==> config.mk <==
export PLATFORM = sky130hd
export DESIGN_NAME = pipeline_ctrl
export DESIGN_NICKNAME = d
export VERILOG_FILES = /design/src/rtl/pipeline_ctrl.sv
export SDC_FILE = /design/constraint.sdc
export NUM_CORES = 1
export LEC_CHECK = 0
export CAP_MARGIN = 5
export CELL_PAD_IN_SITES_DETAIL_PLACEMENT = 1
export CELL_PAD_IN_SITES_GLOBAL_PLACEMENT = 1
export CORE_ASPECT_RATIO = 1.1
export CORE_MARGIN = 8
export CORE_UTILIZATION = 22
export CTS_CLUSTER_DIAMETER = 50
export CTS_CLUSTER_SIZE = 40
export DETAILED_ROUTE_END_ITERATION = 8
export PLACE_DENSITY_LB_ADDON = 0.1
export SYNTH_ARGS = -nofsm -noshare
export SYNTH_HDL_FRONTEND = slang
export SYNTH_SLANG_ARGS = --single-unit
==> constraint.sdc <==
create_clock -name clk -period 1.7 [get_ports clk]
set_input_delay 0.34 -clock clk [delete_from_list [all_inputs] [get_ports clk]]
set_output_delay 0.34 -clock clk [all_outputs]
set_load 0.1 [all_outputs]
==> src/rtl/pipeline_ctrl.sv <==
// Stall/flush sequencer for the 5-stage RV32 pipeline: one prioritised decision per cycle.
// Optional performance counters are built only when PIPE_CTRL_PERF_EN is defined.
module pipeline_ctrl #(
    parameter int MDU_MAX_CYCLES = 40,
    parameter int PERF_W         = 32
) (
    input  logic              clk,
    input  logic              rst_n,
    input  logic              icache_stall,
    input  logic              dcache_stall,
    input  logic              load_use_hazard,
    input  logic              branch_taken,
    input  logic              mdu_start,
    input  logic              mdu_done,
    output logic              pc_en,
    output logic              pc_redirect,
    output logic              if_id_en,
    output logic              if_id_flush,
    output logic              id_ex_en,
    output logic              id_ex_flush,
    output logic              id_ex_hazard_stall,
    output logic              ex_mem_en,
    output logic              ex_mem_flush,
    output logic              mem_wb_en,
    output logic              mdu_timeout,
    output logic [PERF_W-1:0] stall_cycles,
    output logic [PERF_W-1:0] flush_events
);

    localparam int CNT_W = $clog2(MDU_MAX_CYCLES + 1);

    typedef enum logic [1:0] {RUN, MDU_WAIT, REDIRECT} state_t;

    state_t           state;
    state_t           state_nxt;
    logic [CNT_W-1:0] mdu_cnt;

    always_comb begin
        pc_en              = 1'b1;
        pc_redirect        = 1'b0;
        if_id_en           = 1'b1;
        if_id_flush        = 1'b0;
        id_ex_en           = 1'b1;
        id_ex_flush        = 1'b0;
        id_ex_hazard_stall = 1'b0;
        ex_mem_en          = 1'b1;
        ex_mem_flush       = 1'b0;
        mem_wb_en          = 1'b1;
        state_nxt          = state;

        if (!rst_n || dcache_stall) begin
            // Global freeze: nothing moves and the FSM holds its state.
            pc_en     = 1'b0;
            if_id_en  = 1'b0;
            id_ex_en  = 1'b0;
            ex_mem_en = 1'b0;
            mem_wb_en = 1'b0;
        end else begin
            case (state)
                MDU_WAIT: begin
                    if (mdu_done) begin
                        state_nxt = RUN;
                    end else begin
                        pc_en        = 1'b0;
                        if_id_en     = 1'b0;
                        id_ex_en     = 1'b0;
                        ex_mem_flush = 1'b1;
                    end
                end
                REDIRECT: begin
                    if (branch_taken) begin
                        pc_redirect = 1'b1;
                        if_id_flush = 1'b1;
                        id_ex_flush = 1'b1;
                    end else begin
                        // Stale fill line is discarded, including on its last cycle.
                        if_id_flush = 1'b1;
                        pc_en       = !icache_stall;
                        if (!icache_stall)
                            state_nxt = RUN;
                    end
                end
                default: begin
                    if (branch_taken) begin
                        pc_redirect = 1'b1;
                        if_id_flush = 1'b1;
                        id_ex_flush = 1'b1;
                        if (icache_stall)
                            state_nxt = REDIRECT;
                    end else if (mdu_start && !mdu_done) begin
                        pc_en        = 1'b0;
                        if_id_en     = 1'b0;
                        id_ex_en     = 1'b0;
                        ex_mem_flush = 1'b1;
                        state_nxt    = MDU_WAIT;
                    end else if (load_use_hazard) begin
                        pc_en              = 1'b0;
                        if_id_en           = 1'b0;
                        id_ex_hazard_stall = 1'b1;
                    end else if (icache_stall) begin
                        pc_en       = 1'b0;
                        if_id_flush = 1'b1;
                    end
                end
            endcase
        end
    end

    always_ff @(posedge clk) begin
        if (!rst_n) begin
            state       <= RUN;
            mdu_cnt     <= '0;
            mdu_timeout <= 1'b0;
        end else if (!dcache_stall) begin
            state <= state_nxt;
            if (state_nxt != MDU_WAIT) begin
                mdu_cnt <= '0;
            end else if (state == MDU_WAIT && mdu_cnt != CNT_W'(MDU_MAX_CYCLES)) begin
                // Counter saturates at the limit; the timeout flag is sticky.
                mdu_cnt <= mdu_cnt + 1'b1;
                if (mdu_cnt == CNT_W'(MDU_MAX_CYCLES - 1))
                    mdu_timeout <= 1'b1;
            end
        end
    end

`ifdef PIPE_CTRL_PERF_EN
    always_ff @(posedge clk) begin
        if (!rst_n) begin
            stall_cycles <= '0;
            flush_events <= '0;
        end else begin
            if (!pc_en)
                stall_cycles <= stall_cycles + 1'b1;
            if (pc_redirect)
                flush_events <= flush_events + 1'b1;
        end
    end
`else
    assign stall_cycles = '0;
    assign flush_events = '0;
`endif

endmodule

==> metrics.cfg <==
[status]
status=finished, violations left
violations=negative setup slack

[die]
die_h_um=94.8
rows=28
io_pins=83
core-area_sq_mm=0.00543
die_x_um=87.7
die_area_sq_mm=0.00831
start_util_pct=22.9

[timing]
finalSetupViolCount=13
slew_viol_final=0
fin_crit_ps=1970
rsz0062_at_grt=yes
fin_skew_ps=2.23
finalSetupTns_ps=-2400
period_share_pct=116
hold_viol=0
fin_ws_ps=-274
max_freq_mhz=507

[setup_path]
critPathBufInv=2
endpoint_kind=output port
critPathTopFamily=simple AND/OR/NAND/NOR gates
worstPathCellList=inv_2, ha_4, and4bb_4, and2_4, or2_4, buf_12
cp.required_ps=1360
worstSetupPathType=flip-flop to output port
slowest_delay_ps=340
worst-endpoint-arrival_ps=1630
worst_setup_path_start_kind=flip-flop
cp_slowest_cell=dfxtp_2
cp_max_fo=3

[synthesis]
ys_seq_area_share_pct=14.5
synth_edf_count=0
yosysTopAreaCellShare_pct=39.9
yosysWarnings=0
synth_top_flop_cell=dfxtp_1
syn_area_per_cell_sq_um=7.62
synth_seq_cells=9
yosysTopAreaCell=buf_4
netlist_instances=163
synth_common_cells=buf_4 (66), nand2_1 (14), nor2_1 (11), dfxtp_1 (9), inv_1 (6)
ys_top_cells_by_area=buf_4 (40%), dfxtp_1 (15%), nand2_1 (4.2%)
ys_async_sr_fraction_pct=0
synth.distinct_cells=40
yosysMostFrequentCell=buf_4
syn-cell-area_sq_mm=0.00124

[clock_tree]
clkTransAtPathRegs_ps=50
cts_buffers=3
insertion_delay_ps=240
cts_htree_levels=1
clockBufferDepth=2
holdBufCountCts=0
cts_root_buffer=clkbuf_8
cts_tree=yes
cts.sinks=9

[global_route]
grt_overflow=0
grt_util_all_layers_pct=9.17
grt_pass1_wl_um=6220
grt_pass1_vias=1245
antenna_found_initial=0
grt_max_degree=9

[power_and_ir_drop]
powerDensity_mw_per_mm2=747
internal-power_uw=536
pwr-share-clk_pct=17.9
p_sw_uw=910
power.total_mw=1.45
p_comb_share_pct=67.3
peakVddDrop_mv=0.336
seqPwrFrac_pct=14.9
switching_share_pct=63.0
leakagePower_nw=0.882

[flow_run]
maxCapViolCount=0

[placed_design]
place_ws_ps=-526
place_congestion=0.743
hpwl_um=2990
io_buffers=18

[route]
vias_per_cell=3.76
routedWlPerCell_um=13.0
ant_nets=0
drtPass1Iterations=4
drt-initial-drc-count=12
dr_total_vias=1098
wl_um=3800
remaining_drc_errors=0

[worst_hold_path]
holdCritPathClass=flip-flop to flip-flop

[final_layout]
drive_above_1_share_pct=41.5
fin_nets=230
syn_to_final_growth_pct=55.8
num_antenna_cells=0

[through the flow]
stage	hold WS (ps)	instances	util, %	area [sq um]
4_1_cts	510	289	34.7	1880
5_1_grt	527	292	35.6	1940
3_5_place_dp	504	280	30.1	1630
2_1_floorplan	468	226	-	1570
3_3_place_gp	499	280	30.1	1630
6_report	509	292	35.6	1940
[logic make-up (layout without fill, tap and decap cells)]
| group | after synthesis | count (layout) | share of synthesized area (%) |
|---|---|---|---|
| other cells | 1 | 64 | 0.302 |
| compound gates | 20 | 21 | 12.7 |
| mux | 1 | 1 | 0.906 |
| fa+ha+maj | 4 | 4 | 4.03 |
| buf+inv | 76 | 66 | 44.4 |
| flops | 9 | 9 | 14.5 |
| simple gates | 52 | 52 | 23.2 |
[flip-flops by register name (all words and copies together), names as in the netlist]
name,flops
mdu_cnt,6
mdu_timeout,1
state,2
[worst min-delay path, cell delays in order (launching register included)]
cell     delay (ps)
dfxtp_1         330
nand2_1          70
a21oi_1          50
[worst paths after layout]
kind	startpoint	end	slack, ps	cells after the start
worst min-delay path	mdu_cnt[2]	mdu_cnt[2]	510	2
worst min register to register	mdu_cnt[2]	mdu_cnt[2]	510	2
worst max register to register	state[0]	mdu_cnt[1]	-190	9
worst max-delay path	state[0]	ex_mem_flush	-270	6
[layer usage]
metal  track usage (%)  part of all wire (%)
met3              1.82                   5.7
met5                 0                     0
met4              2.15                  0.45
met1              10.0                    39
met2              17.5                    55
[cell usage in the layout, fill, tap and decap left out, types with 3 or more instances in the layout]
cell,instances
nor2_1,8
inv_1,5
buf_12,11
nor3_4,3
dlygate4sd2_1,6
nand2_1,11
buf_6,9
buf_4,27
dfxtp_1,7
nand3_2,3
a31oi_1,3
clkbuf_8,3
conb_1,64
[power by group through the flow]
stage	combinational [mW]	clock (mW)	sequential, mW
floorplan	0.897	0	0.219
global placement	0.903	0	0.220
detailed placement	0.904	0	0.219
CTS	0.953	0.264	0.216
global route	1.00	0.279	0.215
finish	0.973	0.258	0.215
[cell type report]
| class | count | area [sq um] |
|---|---|---|
| fillers | 676 | 3490 |
| multi-input cells | 142 | 971 |
| repair buffers | 55 | 602 |
| flip-flops and latches | 9 | 185 |
| well taps | 75 | 93.8 |
| clock buffers | 4 | 45.0 |
| inverters | 7 | 38.8 |
[timing repair]
action / CTS / global route
endpoints found under the hold margin: 0 / 0
gates cloned: 1 / 0
pin swaps: 14 / 11
buffers inserted: 6 / 3
setup endpoints to repair: 17 / 15
gates resized for setup: 44 / 8
(Power assumes the default switching activity.)
